--- src/rtl/name_pkg.sv ---
// Shared definitions for the letter-display path (scroller and 7-segment decoder).
//   CODE_W     : width of one character code
//   BLANK_CODE : code that the decoder renders as an unlit digit
//   clog2      : ceiling log2, usable in constant expressions
package name_pkg;

  localparam int unsigned CODE_W = 4;
  localparam logic [CODE_W-1:0] BLANK_CODE = 4'hF;

  function automatic int unsigned clog2(input int unsigned value);
    int unsigned v;
    int unsigned w;
    v = (value > 0) ? value - 1 : 0;
    w = 0;
    for (int unsigned i = 0; i < 32; i++) begin
      if (v > 0) begin
        w = w + 1;
        v = v >> 1;
      end
    end
    return w;
  endfunction

endpackage

--- src/rtl/key_sync_edge.sv ---
// Push-key conditioner: 2-FF synchronizer followed by a falling-edge detector.
// Emits one single-cycle pulse per low-going edge of the raw key; holding the key
// low gives no repeats. No debounce is applied.
//   clk    : system clock
//   resetn : asynchronous active-low reset (sync flops reset to the released level 1)
//   key_n  : raw active-low key, asynchronous to clk
//   pulse  : one-cycle pulse after a synchronized high-to-low transition
module key_sync_edge (
  input  logic clk,
  input  logic resetn,
  input  logic key_n,
  output logic pulse
);

  logic r_sync1;
  logic r_sync2;
  logic r_prev;

  always_ff @(posedge clk or negedge resetn) begin
    if (!resetn) begin
      r_sync1 <= 1'b1;
      r_sync2 <= 1'b1;
      r_prev  <= 1'b1;
    end else begin
      r_sync1 <= key_n;
      r_sync2 <= r_sync1;
      r_prev  <= r_sync2;
    end
  end

  assign pulse = r_prev & ~r_sync2;

endmodule

--- src/rtl/name_scroller.sv ---
// Scrolling message source for a row of 7-segment letter decoders.
// Holds a fixed message of 4-bit codes (optionally followed by blank padding) and
// presents a 4-code window of it; the window advances on a prescaled tick while run=1,
// or one step per key press while run=0.
//   clk      : system clock
//   resetn   : asynchronous active-low reset
//   run      : 1 = auto-scroll on tick, 0 = manual step only
//   dir      : 0 = advance (pos+1), 1 = retreat (pos-1)
//   step_n   : raw active-low push key
//   d3..d0   : registered codes at positions pos..pos+3 (d3 leftmost)
//   pos      : current window start
//   adv      : one-cycle pulse in the cycle pos takes its new value
module name_scroller
  import name_pkg::*;
#(
  parameter int unsigned          TICK_DIV   = 25_000_000,
  parameter int unsigned          MSG_LEN    = 8,
  parameter logic [4*MSG_LEN-1:0] MSG        = 32'h0123_4567,
  parameter int unsigned          PAD_LEN    = 0,
  parameter int unsigned          NUM_DIGITS = 4,
  localparam int unsigned         SEQ_LEN    = MSG_LEN + PAD_LEN,
  localparam int unsigned         PW         = (clog2(SEQ_LEN) > 0) ? clog2(SEQ_LEN) : 1
) (
  input  logic              clk,
  input  logic              resetn,
  input  logic              run,
  input  logic              dir,
  input  logic              step_n,
  output logic [CODE_W-1:0] d3,
  output logic [CODE_W-1:0] d2,
  output logic [CODE_W-1:0] d1,
  output logic [CODE_W-1:0] d0,
  output logic [PW-1:0]     pos,
  output logic              adv
);

  localparam int unsigned    CW       = clog2(TICK_DIV);
  localparam logic [CW-1:0]  CNT_LAST = CW'(TICK_DIV - 1);
  localparam logic [PW-1:0]  POS_LAST = PW'(SEQ_LEN - 1);

  logic [CW-1:0]     r_cnt;
  logic [PW-1:0]     r_pos;
  logic [PW-1:0]     w_pos_nxt;
  logic              r_adv;
  logic              w_tick;
  logic              w_step;
  logic              w_adv;
  logic [CODE_W-1:0] w_code [NUM_DIGITS];
  logic [CODE_W-1:0] r_d    [NUM_DIGITS];

  // Code at a sequence index; indices past the message fall in the pad and read blank.
  function automatic logic [CODE_W-1:0] code_at(input int unsigned idx);
    logic [4*MSG_LEN-1:0] sh;
    if (idx >= MSG_LEN) begin
      return BLANK_CODE;
    end
    sh = MSG >> (CODE_W * (MSG_LEN - 1 - idx));
    return sh[CODE_W-1:0];
  endfunction

  key_sync_edge u_step (
    .clk    (clk),
    .resetn (resetn),
    .key_n  (step_n),
    .pulse  (w_step)
  );

  // Prescaler only runs in auto mode; dropping run discards the partial count.
  always_ff @(posedge clk or negedge resetn) begin
    if (!resetn) begin
      r_cnt <= '0;
    end else if (!run || w_tick) begin
      r_cnt <= '0;
    end else begin
      r_cnt <= r_cnt + 1'b1;
    end
  end

  assign w_tick = run && (r_cnt == CNT_LAST);
  // Key pulses are ignored while auto-scrolling.
  assign w_adv  = run ? w_tick : w_step;

  always_comb begin
    w_pos_nxt = r_pos;
    if (w_adv) begin
      if (dir) begin
        w_pos_nxt = (r_pos == '0) ? POS_LAST : r_pos - 1'b1;
      end else begin
        w_pos_nxt = (r_pos == POS_LAST) ? '0 : r_pos + 1'b1;
      end
    end
  end

  always_ff @(posedge clk or negedge resetn) begin
    if (!resetn) begin
      r_pos <= '0;
      r_adv <= 1'b0;
    end else begin
      r_pos <= w_pos_nxt;
      r_adv <= w_adv;
    end
  end

  // Window select: (pos+k) mod SEQ_LEN. pos+k < SEQ_LEN+NUM_DIGITS, so at most
  // NUM_DIGITS conditional subtractions reduce it, even for very short sequences.
  always_comb begin
    int unsigned idx;
    idx = 0;
    for (int unsigned k = 0; k < NUM_DIGITS; k++) begin
      idx = 32'(r_pos) + k;
      for (int unsigned j = 0; j < NUM_DIGITS; j++) begin
        if (idx >= SEQ_LEN) begin
          idx = idx - SEQ_LEN;
        end
      end
      w_code[k] = code_at(idx);
    end
  end

  // Output registers follow pos with one cycle of latency.
  always_ff @(posedge clk or negedge resetn) begin
    if (!resetn) begin
      for (int unsigned k = 0; k < NUM_DIGITS; k++) begin
        r_d[k] <= BLANK_CODE;
      end
    end else begin
      for (int unsigned k = 0; k < NUM_DIGITS; k++) begin
        r_d[k] <= w_code[k];
      end
    end
  end

  assign d3  = r_d[0];
  assign d2  = r_d[1];
  assign d1  = r_d[2];
  assign d0  = r_d[3];
  assign pos = r_pos;
  assign adv = r_adv;

endmodule
--- config.mk ---
export PLATFORM = sky130hd
export DESIGN_NAME = name_scroller
export DESIGN_NICKNAME = d
export VERILOG_FILES = /design/src/rtl/name_pkg.sv /design/src/rtl/key_sync_edge.sv /design/src/rtl/name_scroller.sv
export SDC_FILE = /design/constraint.sdc
export NUM_CORES = 1
export LEC_CHECK = 0
export BUFFER_PORTS_ARGS = -buffer_cell sky130_fd_sc_hd__buf_4
export CAP_MARGIN = 15
export CORE_MARGIN = 3
export CORE_UTILIZATION = 57
export DETAILED_ROUTE_END_ITERATION = 7
export GPL_TIMING_DRIVEN = 1
export PLACE_DENSITY = 0.86
export SETUP_SLACK_MARGIN = 0.1
export SLEW_MARGIN = 5
export SYNTH_ARGS = -nofsm -noshare
export SYNTH_HDL_FRONTEND = slang
export SYNTH_SLANG_ARGS = --single-unit
--- constraint.sdc ---
create_clock -name clk -period 2.58 [get_ports clk]
set_clock_uncertainty 0.05 [all_clocks]
set_input_delay 0.516 -clock clk [delete_from_list [all_inputs] [get_ports clk]]
set_output_delay 0.516 -clock clk [all_outputs]
set_load 0.02 [all_outputs]
==> impl_metrics.json <==
{
  "insertion_delay_ps": 300,
  "synth_most_common_cell": "dfrtp_1",
  "yosys.area_share.simple": 0.220,
  "rrSetupSlack_ps": 370,
  "final_nets": 239,
  "ys_top_cells_by_area": "dfrtp_1 33%, dfstp_2 23%, ha_1 4.0%",
  "routed_wl_um": 4170,
  "status": "completed",
  "wl_per_cell_um": 15.2,
  "postCtsSetupRepairBufs": 0,
  "cts_resized": 0,
  "grt_overflow": 0,
  "cts_tree": "built",
  "synth_top_cell_area_share": 0.328,
  "core_mm2": 0.00352,
  "synth_area_leader_cell": "dfrtp_1",
  "required_ps": 2760,
  "synth_mux_area_frac": 0.00510,
  "synth_edf_count": 0,
  "met3_usage": 0.0427,
  "gp_congestion": 0.841,
  "drive_gt1_frac": 0.285,
  "synth.cell_area_mm2": 0.00221,
  "maxSlewHeadroom": 0.625,
  "arrival_ps": 2390,
  "rsz0062_at_grt": "false",
  "multiInputGateArea_um2": 906,
  "clock_sinks": 48,
  "grt_pass1_vias": 1513,
  "antenna_left": 0,
  "antenna_cells": 0,
  "synthAdderAreaFrac": 0.0396,
  "grt.total_usage": 0.202,
  "globalRouteMet2Util": 0.325,
  "drt_iter0_markers": 138,
  "fin_area_mm2": 0.00251,
  "worstRegToRegCells": 5,
  "fill_cells": 283,
  "cp-startpoint": "r_cnt[0]",
  "leakage_nw": 1.07,
  "finalHoldViolCount": 0,
  "vias": 1562,
  "synth-seq-area-share": 0.554,
  "critPathMaxFanout": 11,
  "ctsRootBufferMaster": "clkbuf_8",
  "cap_violations": 0,
  "clkTransAtPathRegs_ps": 80,
  "setup_viol": 0,
  "finalSetupTns_ps": 0,
  "grt_max_degree": 49,
  "num_rows": 21,
  "place_area_mm2": 0.00241,
  "detailed_place_hpwl_um": 2950,
  "grt_first_pass_wirelength_um": 6850,
  "ys_types": 43,
  "viasPerCell": 5.70,
  "ys_warn_count": 0,
  "ys_ff_latch": 48,
  "crit_type": "reg2reg",
  "r2r_start": "r_cnt[0]",
  "cp-start-kind": "flop",
  "synth_top_family_by_area": "simple AND/OR/NAND/NOR gates",
  "numPortBuffers": 24,
  "busiest_layer": "met2",
  "drtPass1Iterations": 4,
  "synth_xor_area_frac": 0.0595,
  "ctsHoldBuffers": 0,
  "critPathCapture": "r_cnt[20]",
  "cts_buffer_depth": 2,
  "p_per_area_mw_per_mm2": 822,
  "period_share": 0.856,
  "cts_buffers": 5,
  "die_area_mm2": 0.00466,
  "syn_avg_cell_area_um2": 11.0,
  "seqCellArea_mm2": 0.00122,
  "tightest_slew_ps": 563,
  "io_pins": 25,
  "ir_drop_uv": 378,
  "synth_compound_area_frac": 0.0793,
  "die_width_um": 68.3,
  "grt.met1_usage": 0.252,
  "cp-end-kind": "flop",
  "finalCriticalPeriod_ps": 2210,
  "antenna_found_initial": 0,
  "r2r_end": "r_cnt[20]",
  "ys.flop_type": "dfrtp_1",
  "initial_core_util": 0.628,
  "htreeDepth": 2,
  "area_growth_syn_to_layout_pct": 13.6,
  "synth-async-reset-ratio": 1.00,
  "holdCritPathClass": "in2async",
  "synth_cells": 201,
  "yosys-top-cells-count": "29 x dfrtp_1, 19 x dfstp_2, 19 x nor2_1",
  "fmax_mhz": 453,
  "slew_viol_final": 0,
  "drc": 0,
  "fp.dieH_um": 68.3
}
[power breakdown]
part,internal (W),leakage [nW],switching (W),total [W]
Combinational,0.000242,0.427,0.000330,0.000573
Clock,0.000218,0.0477,0.000248,0.000466
Sequential,0.000940,0.596,0.0000862,0.00103
[state kept, by name, indices dropped and copies added, names as in the netlist]
register / count
d1: 4
d3: 4
d0: 4
u_step.r_sync2: 1
d2: 4
u_step.r_sync1: 1
r_cnt: 25
pos: 3
adv: 1
u_step.r_prev: 1
[metal layers]
metal,vias up,part of all wire
met5,-,0
met4,0,0.021
met3,9,0.039
met2,33,0.51
met1,767,0.43
li1,753,-
[worst max-delay path, cell delays in order (launching register included)]
cell and delay [ps]:
dfrtp_1 460, ha_1 240, and4_2 310, nand4_1 340, or4_1 580, a21oi_1 160
[kinds of logic (layout without fill, tap and decap cells)]
group | count (synthesis) | in the layout
multiplexers | 1 | 1
other | 1 | 4
XOR/XNOR | 15 | 15
buffers and inverters | 18 | 42
AO/OA/AOI/OAI | 26 | 26
flip-flops | 48 | 48
AND/OR/NAND/NOR | 85 | 85
adder cells (fa/ha/maj) | 7 | 7
[worst min path at each step]
stage                        start             end  depth (start not counted)
detailed placement  u_step.r_sync1  u_step.r_sync2                          0
CTS                         resetn       r_cnt[22]                          1
floorplan                   resetn             adv                          0
global placement    u_step.r_sync1  u_step.r_sync2                          0
global route                resetn       r_cnt[22]                          1
finish                      resetn       r_cnt[23]                          1
[final cells by class]
cell class	instances	share of cell area
clock buffer	6	0.0329
tap	46	0.0229
inverter	8	0.0120
clock inverter	2	0.00548
sequential	48	0.488
timing repair buffer	26	0.0778
multi-input combinational	138	0.361
[stage by stage]
| step | hold slack [ps] | setup slack, ps | util | power (W) | cells |
|---|---|---|---|---|---|
| 6_report | 151 | 370 | 0.713 | 0.00206 | 274 |
| 2_1_floorplan | 170 | 593 | - | 0.00140 | 204 |
| 3_5_place_dp | 298 | 410 | 0.686 | 0.00162 | 266 |
| 4_1_cts | 172 | 393 | 0.713 | 0.00208 | 274 |
| 5_1_grt | 192 | 225 | 0.713 | 0.00216 | 274 |
| 3_3_place_gp | 296 | 461 | 0.686 | 0.00159 | 266 |
[cells in the final DEF, fill, tap and decap left out, drive strengths merged]
master	n
nor2	19
nor4b	2
clkinvlp	1
xor2	8
and4	5
nor4	4
ha	7
mux2	1
a31oi	1
nor3b	1
nand3	10
nor2b	2
o31ai	5
dfstp	19
nand3b	1
or3	5
dfrtp	29
nor3	2
a311oi	1
a21oi	10
o2bb2ai	1
buf	26
and3	4
conb	4
or2	2
a31o	1
nand4	6
and2	1
a211oi	1
inv	9
clkbuf	6
or4	5
nand2	16
o21ai	6
xnor2	7
Note: power is estimated with default switching activity, not from simulation.
